<file path="src/rtl/ptw_arbiter.sv">
// Shares one combinational page-table walker between the instruction and data sides.
// Latency: the response pulse is sampled WALK_CYCLES+1 edges after the grant edge; at least one IDLE cycle separates walks.
// Backpressure: requesters hold req/vaddr until their pulse; the loser of arbitration waits in IDLE; flush_i aborts a walk silently.
//
// Ports:
//   clk_i, rst_ni                - clock, asynchronous active-low reset
//   flush_i                      - abort any in-flight walk, block a grant in IDLE
//   i_req_i/i_vaddr_i            - instruction-side request
//   d_req_i/d_vaddr_i            - data-side request
//   i_valid_o/i_error_o          - instruction-side one-cycle response pulses
//   d_valid_o/d_error_o          - data-side one-cycle response pulses
//   paddr_o                      - translated address, nonzero only with a valid pulse
//   busy_o                       - high whenever the FSM is not IDLE
//   ptw_req_o/ptw_vaddr_o        - walker request (WALK state only)
//   ptw_valid_i/ptw_error_i/ptw_paddr_i - walker result, sampled on the last WALK cycle
// Build option: define PTW_ARB_ROUND_ROBIN_EN for round-robin arbitration;
// otherwise the data side has fixed priority.
module ptw_arbiter #(
  parameter int VADDR_WIDTH = 32,
  parameter int PADDR_WIDTH = 20,
  parameter int WALK_CYCLES = 4
) (
  input  logic                   clk_i,
  input  logic                   rst_ni,
  input  logic                   flush_i,
  input  logic                   i_req_i,
  input  logic [VADDR_WIDTH-1:0] i_vaddr_i,
  input  logic                   d_req_i,
  input  logic [VADDR_WIDTH-1:0] d_vaddr_i,
  output logic                   i_valid_o,
  output logic                   i_error_o,
  output logic                   d_valid_o,
  output logic                   d_error_o,
  output logic [PADDR_WIDTH-1:0] paddr_o,
  output logic                   busy_o,
  output logic                   ptw_req_o,
  output logic [VADDR_WIDTH-1:0] ptw_vaddr_o,
  input  logic                   ptw_valid_i,
  input  logic                   ptw_error_i,
  input  logic [PADDR_WIDTH-1:0] ptw_paddr_i
);

  typedef enum logic [1:0] {IDLE = 2'd0, WALK = 2'd1, RESP = 2'd2} state_e;

  localparam logic [3:0] LAST_CNT = 4'(WALK_CYCLES - 1);

  state_e                 state_q, state_d;
  logic [3:0]             cnt_q, cnt_d;
  logic [VADDR_WIDTH-1:0] vaddr_q, vaddr_d;
  logic                   res_ok_q, res_ok_d;
  logic [PADDR_WIDTH-1:0] res_paddr_q, res_paddr_d;
  logic                   gnt_data_q, gnt_data_d;  // 1: walk belongs to data side

  logic grant;
  logic grant_data;

  assign grant = (state_q == IDLE) && !flush_i && (i_req_i || d_req_i);

`ifdef PTW_ARB_ROUND_ROBIN_EN
  // Side granted most recently; resets to instruction so the first tie goes to data.
  logic last_data_q, last_data_d;

  assign grant_data  = d_req_i && (!i_req_i || !last_data_q);
  assign last_data_d = grant ? grant_data : last_data_q;

  always_ff @(posedge clk_i or negedge rst_ni) begin
    if (!rst_ni) last_data_q <= 1'b0;
    else         last_data_q <= last_data_d;
  end
`else
  assign grant_data = d_req_i;
`endif

  // State register and datapath flops
  always_ff @(posedge clk_i or negedge rst_ni) begin
    if (!rst_ni) begin
      state_q     <= IDLE;
      cnt_q       <= 4'd0;
      vaddr_q     <= '0;
      res_ok_q    <= 1'b0;
      res_paddr_q <= '0;
      gnt_data_q  <= 1'b0;
    end else begin
      state_q     <= state_d;
      cnt_q       <= cnt_d;
      vaddr_q     <= vaddr_d;
      res_ok_q    <= res_ok_d;
      res_paddr_q <= res_paddr_d;
      gnt_data_q  <= gnt_data_d;
    end
  end

  // Next-state and datapath update
  always_comb begin
    state_d     = state_q;
    cnt_d       = cnt_q;
    vaddr_d     = vaddr_q;
    res_ok_d    = res_ok_q;
    res_paddr_d = res_paddr_q;
    gnt_data_d  = gnt_data_q;
    case (state_q)
      IDLE: begin
        if (grant) begin
          state_d    = WALK;
          cnt_d      = 4'd0;
          gnt_data_d = grant_data;
          vaddr_d    = grant_data ? d_vaddr_i : i_vaddr_i;
        end
      end
      WALK: begin
        if (flush_i) begin
          state_d = IDLE;
        end else begin
          // Saturate rather than wrap
          if (cnt_q != 4'hF) cnt_d = cnt_q + 4'd1;
          if (cnt_q == LAST_CNT) begin
            state_d     = RESP;
            // Only "valid and not error" is a success; both-low and both-high are errors
            res_ok_d    = ptw_valid_i && !ptw_error_i;
            res_paddr_d = ptw_paddr_i;
          end
        end
      end
      RESP:    state_d = IDLE;
      default: state_d = IDLE;
    endcase
  end

  // Outputs decoded from the current state; flush masks the RESP pulse in the same cycle
  always_comb begin
    i_valid_o   = 1'b0;
    i_error_o   = 1'b0;
    d_valid_o   = 1'b0;
    d_error_o   = 1'b0;
    paddr_o     = '0;
    busy_o      = 1'b0;
    ptw_req_o   = 1'b0;
    ptw_vaddr_o = '0;
    case (state_q)
      WALK: begin
        busy_o      = 1'b1;
        ptw_req_o   = 1'b1;
        ptw_vaddr_o = vaddr_q;
      end
      RESP: begin
        busy_o = 1'b1;
        if (!flush_i) begin
          i_valid_o = !gnt_data_q &&  res_ok_q;
          i_error_o = !gnt_data_q && !res_ok_q;
          d_valid_o =  gnt_data_q &&  res_ok_q;
          d_error_o =  gnt_data_q && !res_ok_q;
          paddr_o   = res_ok_q ? res_paddr_q : '0;
        end
      end
      default: ;
    endcase
  end

endmodule

</file>
<file path="config.mk">
export PLATFORM = sky130hd
export DESIGN_NAME = ptw_arbiter
export DESIGN_NICKNAME = d
export VERILOG_FILES = /design/src/rtl/ptw_arbiter.sv
export SDC_FILE = /design/constraint.sdc
export NUM_CORES = 1
export LEC_CHECK = 0
export CAP_MARGIN = 10
export CELL_PAD_IN_SITES_DETAIL_PLACEMENT = 0
export CELL_PAD_IN_SITES_GLOBAL_PLACEMENT = 1
export CORE_MARGIN = 3
export CORE_UTILIZATION = 33
export DETAILED_ROUTE_END_ITERATION = 8
export PLACE_DENSITY_LB_ADDON = 0.1
export SYNTH_ARGS = -nofsm -noshare
export SYNTH_HDL_FRONTEND = slang
export SYNTH_SLANG_ARGS = --single-unit
</file>
<file path="constraint.sdc">
create_clock -name clk_i -period 3.7 [get_ports clk_i]
set_input_delay 1.11 -clock clk_i [delete_from_list [all_inputs] [get_ports clk_i]]
set_output_delay 1.11 -clock clk_i [all_outputs]
set_load 0.005 [all_outputs]
</file>
==> results of run 1 <==
cell usage after synthesis, types with 3 or more instances:
cell type / number / area share (%)
and2_1: 53 / 10
buf_2: 6 / 0.95
buf_4: 3 / 0.71
clkbuf_1: 8 / 0.95
dfrtp_1: 60 / 47
ha_1: 4 / 1.6
inv_1: 4 / 0.47
mux2_2: 3 / 1.1
mux2_4: 17 / 8.1
mux2i_1: 33 / 10
nand2_1: 36 / 4.3
nand3_1: 3 / 0.47
nor2_1: 3 / 0.36
o21ai_0: 39 / 6.2
cells in the final DEF, fill, tap and decap left out, types with 2 or more instances in the layout:
cell type / count
a21oi_1: 2
and2_1: 53
buf_2: 2
buf_4: 9
clkbuf_8: 9
clkdlybuf4s50_1: 141
clkinv_2: 3
clkinvlp_4: 2
dfrtp_1: 60
dlymetal6s2s_1: 5
ha_1: 4
inv_1: 4
mux2_2: 3
mux2_4: 17
mux2i_1: 33
nand2_1: 36
nand2b_1: 2
nand3_1: 3
nor2_1: 3
nor3b_2: 2
o21ai_0: 39
cells by family after synthesis:
| family | share of synthesized area [%] |
|---|---|
| adder cells (fa/ha/maj) | 1.58 |
| flip-flops | 47.4 |
| multiplexers | 19.5 |
| AO/OA/AOI/OAI | 8.29 |
| AND/OR/NAND/NOR | 18.7 |
| buffers and inverters | 4.54 |
final cells by class:
| class | count | area [um^2] |
|---|---|---|
| Fill cell | 885 | 4310 |
| Multi-Input combinational cell | 211 | 1540 |
| Clock buffer | 10 | 128 |
| Tap cell | 129 | 161 |
| Timing Repair Buffer | 159 | 1600 |
| Clock inverter | 5 | 30.0 |
| Sequential cell | 60 | 1500 |
| Inverter | 4 | 15.0 |
worst min path at each step:
stage,endpoint,slack [ns]
floorplan,vaddr_q[0],0.44
global placement,vaddr_q[11],0.45
detailed placement,vaddr_q[17],0.46
CTS,vaddr_q[18],0.48
global route,vaddr_q[20],0.51
finish,vaddr_q[17],0.47
report_power, final:
| part | switching [W] | total, W | internal (W) |
|---|---|---|---|
| Clock | 0.000249 | 0.000484 | 0.000235 |
| Sequential | 0.000156 | 0.00111 | 0.000957 |
| Combinational | 0.000433 | 0.00111 | 0.000675 |
worst max-delay path, cell delays in order:
cell and delay, ns:
dlymetal6s2s_1 0.13, and3b_2 0.30, clkbuf_16 0.17, and2_1 0.12
clkdlybuf4s50_1 0.49
routing by layer:
layer,up-vias,GRT usage (%)
met2,88,25.1
met5,-,0
met4,0,5.98
li1,1290,-
met1,1201,18.2
met3,10,4.03
state kept, by name, indices dropped and copies added (netlist names):
| signal | count |
|---|---|
| res_paddr_q | 20 |
| gnt_data_q | 1 |
| cnt_q | 4 |
| res_ok_q | 1 |
| vaddr_q | 32 |
| state_q | 2 |
per-stage QoR:
stage	instances	power (W)	worst slack, ns
CTS	577	0.00275	0.00288
floorplan	295	0.00168	0.900
detailed placement	562	0.00225	0.00901
global placement	562	0.00223	0.0314
global route	578	0.00293	0.247
finish	578	0.00271	0.274
==> metrics.txt, run 1 <==
Yosys cell types 34; WL met1 3.47 mm; sum of negative setup slack 0 ns; Setup Fix Bufs, Post-CTS 0; core area between 9000 and 10000 um^2; worst r2r src state_q[0]; CTS Hold Bufs 0; # DRC 0; register area share after synthesis 47.4%; Die Height 104 um; layout cells sized above 1 approximately an eighth; Slew Limit Headroom 41.1%; worst hold path class flip-flop to flip-flop; met2 WL 3.90 mm; part of the cycle the worst path needs 92.6%; final WL approximately 8 mm; n_diodes 0; first-pass GRT wire length 13.0 mm; Avg Inst Size Synth 10.7 um^2; RSZ-0062 raised after global routing false; hold path cells 2; Synth Warn # 0; Iter 0 DRT Violations 61; Crit. End Element output pin; MaxCap Viol Count 0; CP Capture Point paddr_o[1]; worst r2r path cells 6; WL/cell 13.9 um; initial antenna violation count 0; Post-DP HPWL 5.97 mm; ys async rst share 100%; post-CTS sizing 0; worst reg2reg setup slack approximately 1.8 ns; worst-case hold slack roughly 0.47 ns; Final Max Tran Viols 0; port buffer count 148; remaining global-route overflow 0; DR WL met3 549 um; Longest Clk Path Bufs 2; Site Rows 35; Num CTS Buffers 9; CTS tree built; Max Used Layer met4; setup violators final 0; Post-Syn Nets 390; status finished clean; vias between 2000 and 3000; clk_lat worst skew 0.33 ns; # clock sinks 60; Req. time, crit path about 2.6 ns; worst-path maximum fanout 11; final core utilization 53.5%; cells after synthesis about 300; placed instance area 4770 um^2; Max VDD drop roughly 190 uV; H-tree depth 3; Clock Skew 0.00716 ns; kind of critical path primary input to output pin; cell area power density between 500 and 600 nW/um^2; top_reg_cell synth dfrtp_1; final hold vios 0; vias in the first global route 2594; Initial Util 34.1%; Static Leak between 2 and 2.5 nW; Via density 4.48; antenna-violating nets left 0; EDFF count, synth 0; crit path time final 3.43 ns; I/O pin total 149; hold path startpoint vaddr_q[17]; root buffer cell clkbuf_8; startpoint types primary input; die area 10800 um^2; final instance area 4970 um^2; CP arrival 2.32 ns; die width 104 um; RR Endpoint vaddr_q[10]; Layout area overhead 56.8%; Initial DRT Pass Iterations 4; Worst-Margin Slew 0.883 ns; largest net degree at the start of global routing 41; Synth Cell Area 3170 um^2; Worst-path clk slew 0.06 ns; nets 540; critical path startpoint flush_i; f_max 292 MHz; GR Util All Layers 15.0%; #FFs+latches synth 60; Placer Congestion 0.701
Note: power is estimated with default switching activity, not from simulation.
==> run 2, diff against run 1 <==
Settings changed: TNS_END_PERCENT set to 10.
==> metrics.txt, run 2 (synthesis gave the netlist of run 1 again) <==
remaining global-route overflow 0 (unchanged); Static Leak 2.34 nW (+1.2%); Max VDD drop 189 uV (about the same); Setup WS pre-CTS 0.00901 ns (unchanged); Final Max Tran Viols 0 (unchanged); Longest Clk Path Bufs 2 (unchanged); kind of critical path primary input to output pin; final core utilization 53.3% (-0.22 points); n_diodes 0 (unchanged); antenna-violating nets left 0 (unchanged); Post-DP HPWL 5.97 mm (unchanged); # DRC 0 (unchanged); Placer Congestion 0.701 (unchanged); GR Util All Layers 15.0% (unchanged); Critical path buffers and inverters 3 (unchanged); Clock Skew 0.00745 ns (+0.000289 ns); largest reg by FF count vaddr_q; Pint 0.00187 W (about the same); Die Height 104 um (unchanged); nets 539 (-0.19%); CP arrival 2.25 ns (-0.07 ns); die area 10800 um^2 (unchanged); NetSw 0.000837 W (-0.22%); Worst-path clk slew 0.06 ns (about the same); MaxCap Viol Count 0 (unchanged); largest net degree at the start of global routing 41 (unchanged); placed instance area 4770 um^2 (unchanged); crit path time final 3.36 ns (-0.0621 ns); core area 9280 um^2 (unchanged); Num CTS Buffers 9 (unchanged); Design Power 0.00270 W (about the same); # clock sinks 60 (unchanged); fin worst setup slack 0.337 ns (+0.0621 ns); startpoint types primary input; number of flip-flops under the largest register name 32 (unchanged); final hold vios 0 (unchanged); CP Cell Sequence dlymetal6s2s_1 > and3b_2 > buf_12 > and2_1 > clkdlybuf4s50_1; clock share of power 17.9% (about the same); Slew Limit Headroom 41.2% (+0.096 points); CTS tree built; initial antenna violation count 0 (unchanged); H-tree depth 3 (unchanged); RSZ-0062 raised after global routing false; commonest non-fill, non-tap cell in the layout clkdlybuf4s50_1; Sequential Power Share 41.2% (about the same); status finished clean; Via density 4.46 (-0.45%); root buffer cell clkbuf_8; part of the cycle the worst path needs 90.9% (-1.7 points); setup violators final 0 (unchanged); die width 104 um (unchanged); Layout area overhead 56.2%; Crit. End Element output pin; switching portion of total power 31.0% (-0.045 points); Initial Util 34.1% (unchanged); final instance area 4950 um^2 (-0.40%); CP top delay family buffers and inverters; f_max 297 MHz (+1.8%); cell area power density 546 nW/um^2 (+0.33%); sum of negative setup slack 0 ns (unchanged); most frequent cells in the layout clkdlybuf4s50_1 (139), dfrtp_1 (60), and2_1 (53), o21ai_0 (39), nand2_1 (36); layout cells sized above 1 11.6% (-0.20 points); vias 2573 (-0.62%); port buffer count 148 (unchanged); Critical Path Slowest Stage Cell clkdlybuf4s50_1; Worst-Margin Slew 0.881 ns (-0.00145 ns); Iter 0 DRT Violations 63 (+3.3%); vias in the first global route 2594 (unchanged); power share of the combinational group 41.0% (about the same); worst-path maximum fanout 22 (+11); final WL 7.92 mm (-1.4%); Initial DRT Pass Iterations 4 (unchanged); Req. time, crit path 2.59 ns (about the same); first-pass GRT wire length 13.0 mm (unchanged); Site Rows 35 (unchanged); clk_lat worst skew 0.33 ns (about the same); I/O pin total 149 (unchanged); worst hold path class flip-flop to flip-flop; WL/cell 13.7 um (-1.2%); Regs by FF count vaddr_q: 32 flops, res_paddr_q: 20 flops, cnt_q: 4 flops; CP peak stage delay 0.49 ns (about the same)
run 2: cell types whose count changed in the layout (fill, tap and decap cells not counted):
cell,change
clkbuf_16,-1
clkdlybuf4s50_1,-2
dlymetal6s2s_1,+2
run 2: layout make-up:
class,count,area [um^2]
clock buffer,10,128
clock inverter,5,30.0
fill,886,4330
inverter,4,15.0
multi-input combinational,211,1540
sequential,60,1500
tap,129,161
timing repair buffer,158,1580
run 2: per-layer routing:
layer / vias to the layer above / track usage, % / share of wire (%)
met2: 88 / 25.1 / 49
met3: 7 / 4.03 / 6.9
met5: - / 0 / 0
met4: 0 / 5.98 / 0.91
met1: 1190 / 18.2 / 44
li1: 1288 / - / -
run 2: what timing repair did:
action | CTS | global route
endpoints found under the setup margin | 0 | 24
resized for setup | 0 | 9
hold buffers | 0 | 0
buffers inserted | 0 | 0
run 2: final timing paths:
| path | from | end | slack (ns) | cells past startpoint |
|---|---|---|---|---|
| max reg2reg | state_q[0] | vaddr_q[10] | 1.79 | 6 |
| max | flush_i | paddr_o[3] | 0.34 | 5 |
| min reg2reg | vaddr_q[17] | vaddr_q[17] | 0.47 | 2 |
| min | vaddr_q[17] | vaddr_q[17] | 0.47 | 2 |
| min in group asynchronous | rst_ni | res_paddr_q[5] | 0.90 | 1 |
| max in group asynchronous | rst_ni | res_paddr_q[7] | 2.10 | 2 |
run 2: worst register-to-register path, cell delays in order (launching register included):
cell	delay (ns)
dfrtp_1	0.36
inv_1	0.06
ha_1	0.26
and2b_1	0.24
o21ai_4	0.31
buf_4	0.41
o21ai_0	0.14
run 2: per-stage QoR:
step / instances / hold slack, ns
floorplan: 295 / 0.442
global placement: 562 / 0.453
detailed placement: 562 / 0.462
CTS: 577 / 0.477
global route: 577 / 0.508
finish: 577 / 0.471
run 2: power by group through the flow:
| stage | registers (W) | clock network, W | logic, W |
|---|---|---|---|
| floorplan | 0.00107 | 0 | 0.000611 |
| global placement | 0.00111 | 0 | 0.00112 |
| detailed placement | 0.00112 | 0 | 0.00113 |
| CTS | 0.00111 | 0.000505 | 0.00114 |
| global route | 0.00116 | 0.000535 | 0.00124 |
| finish | 0.00111 | 0.000483 | 0.00111 |
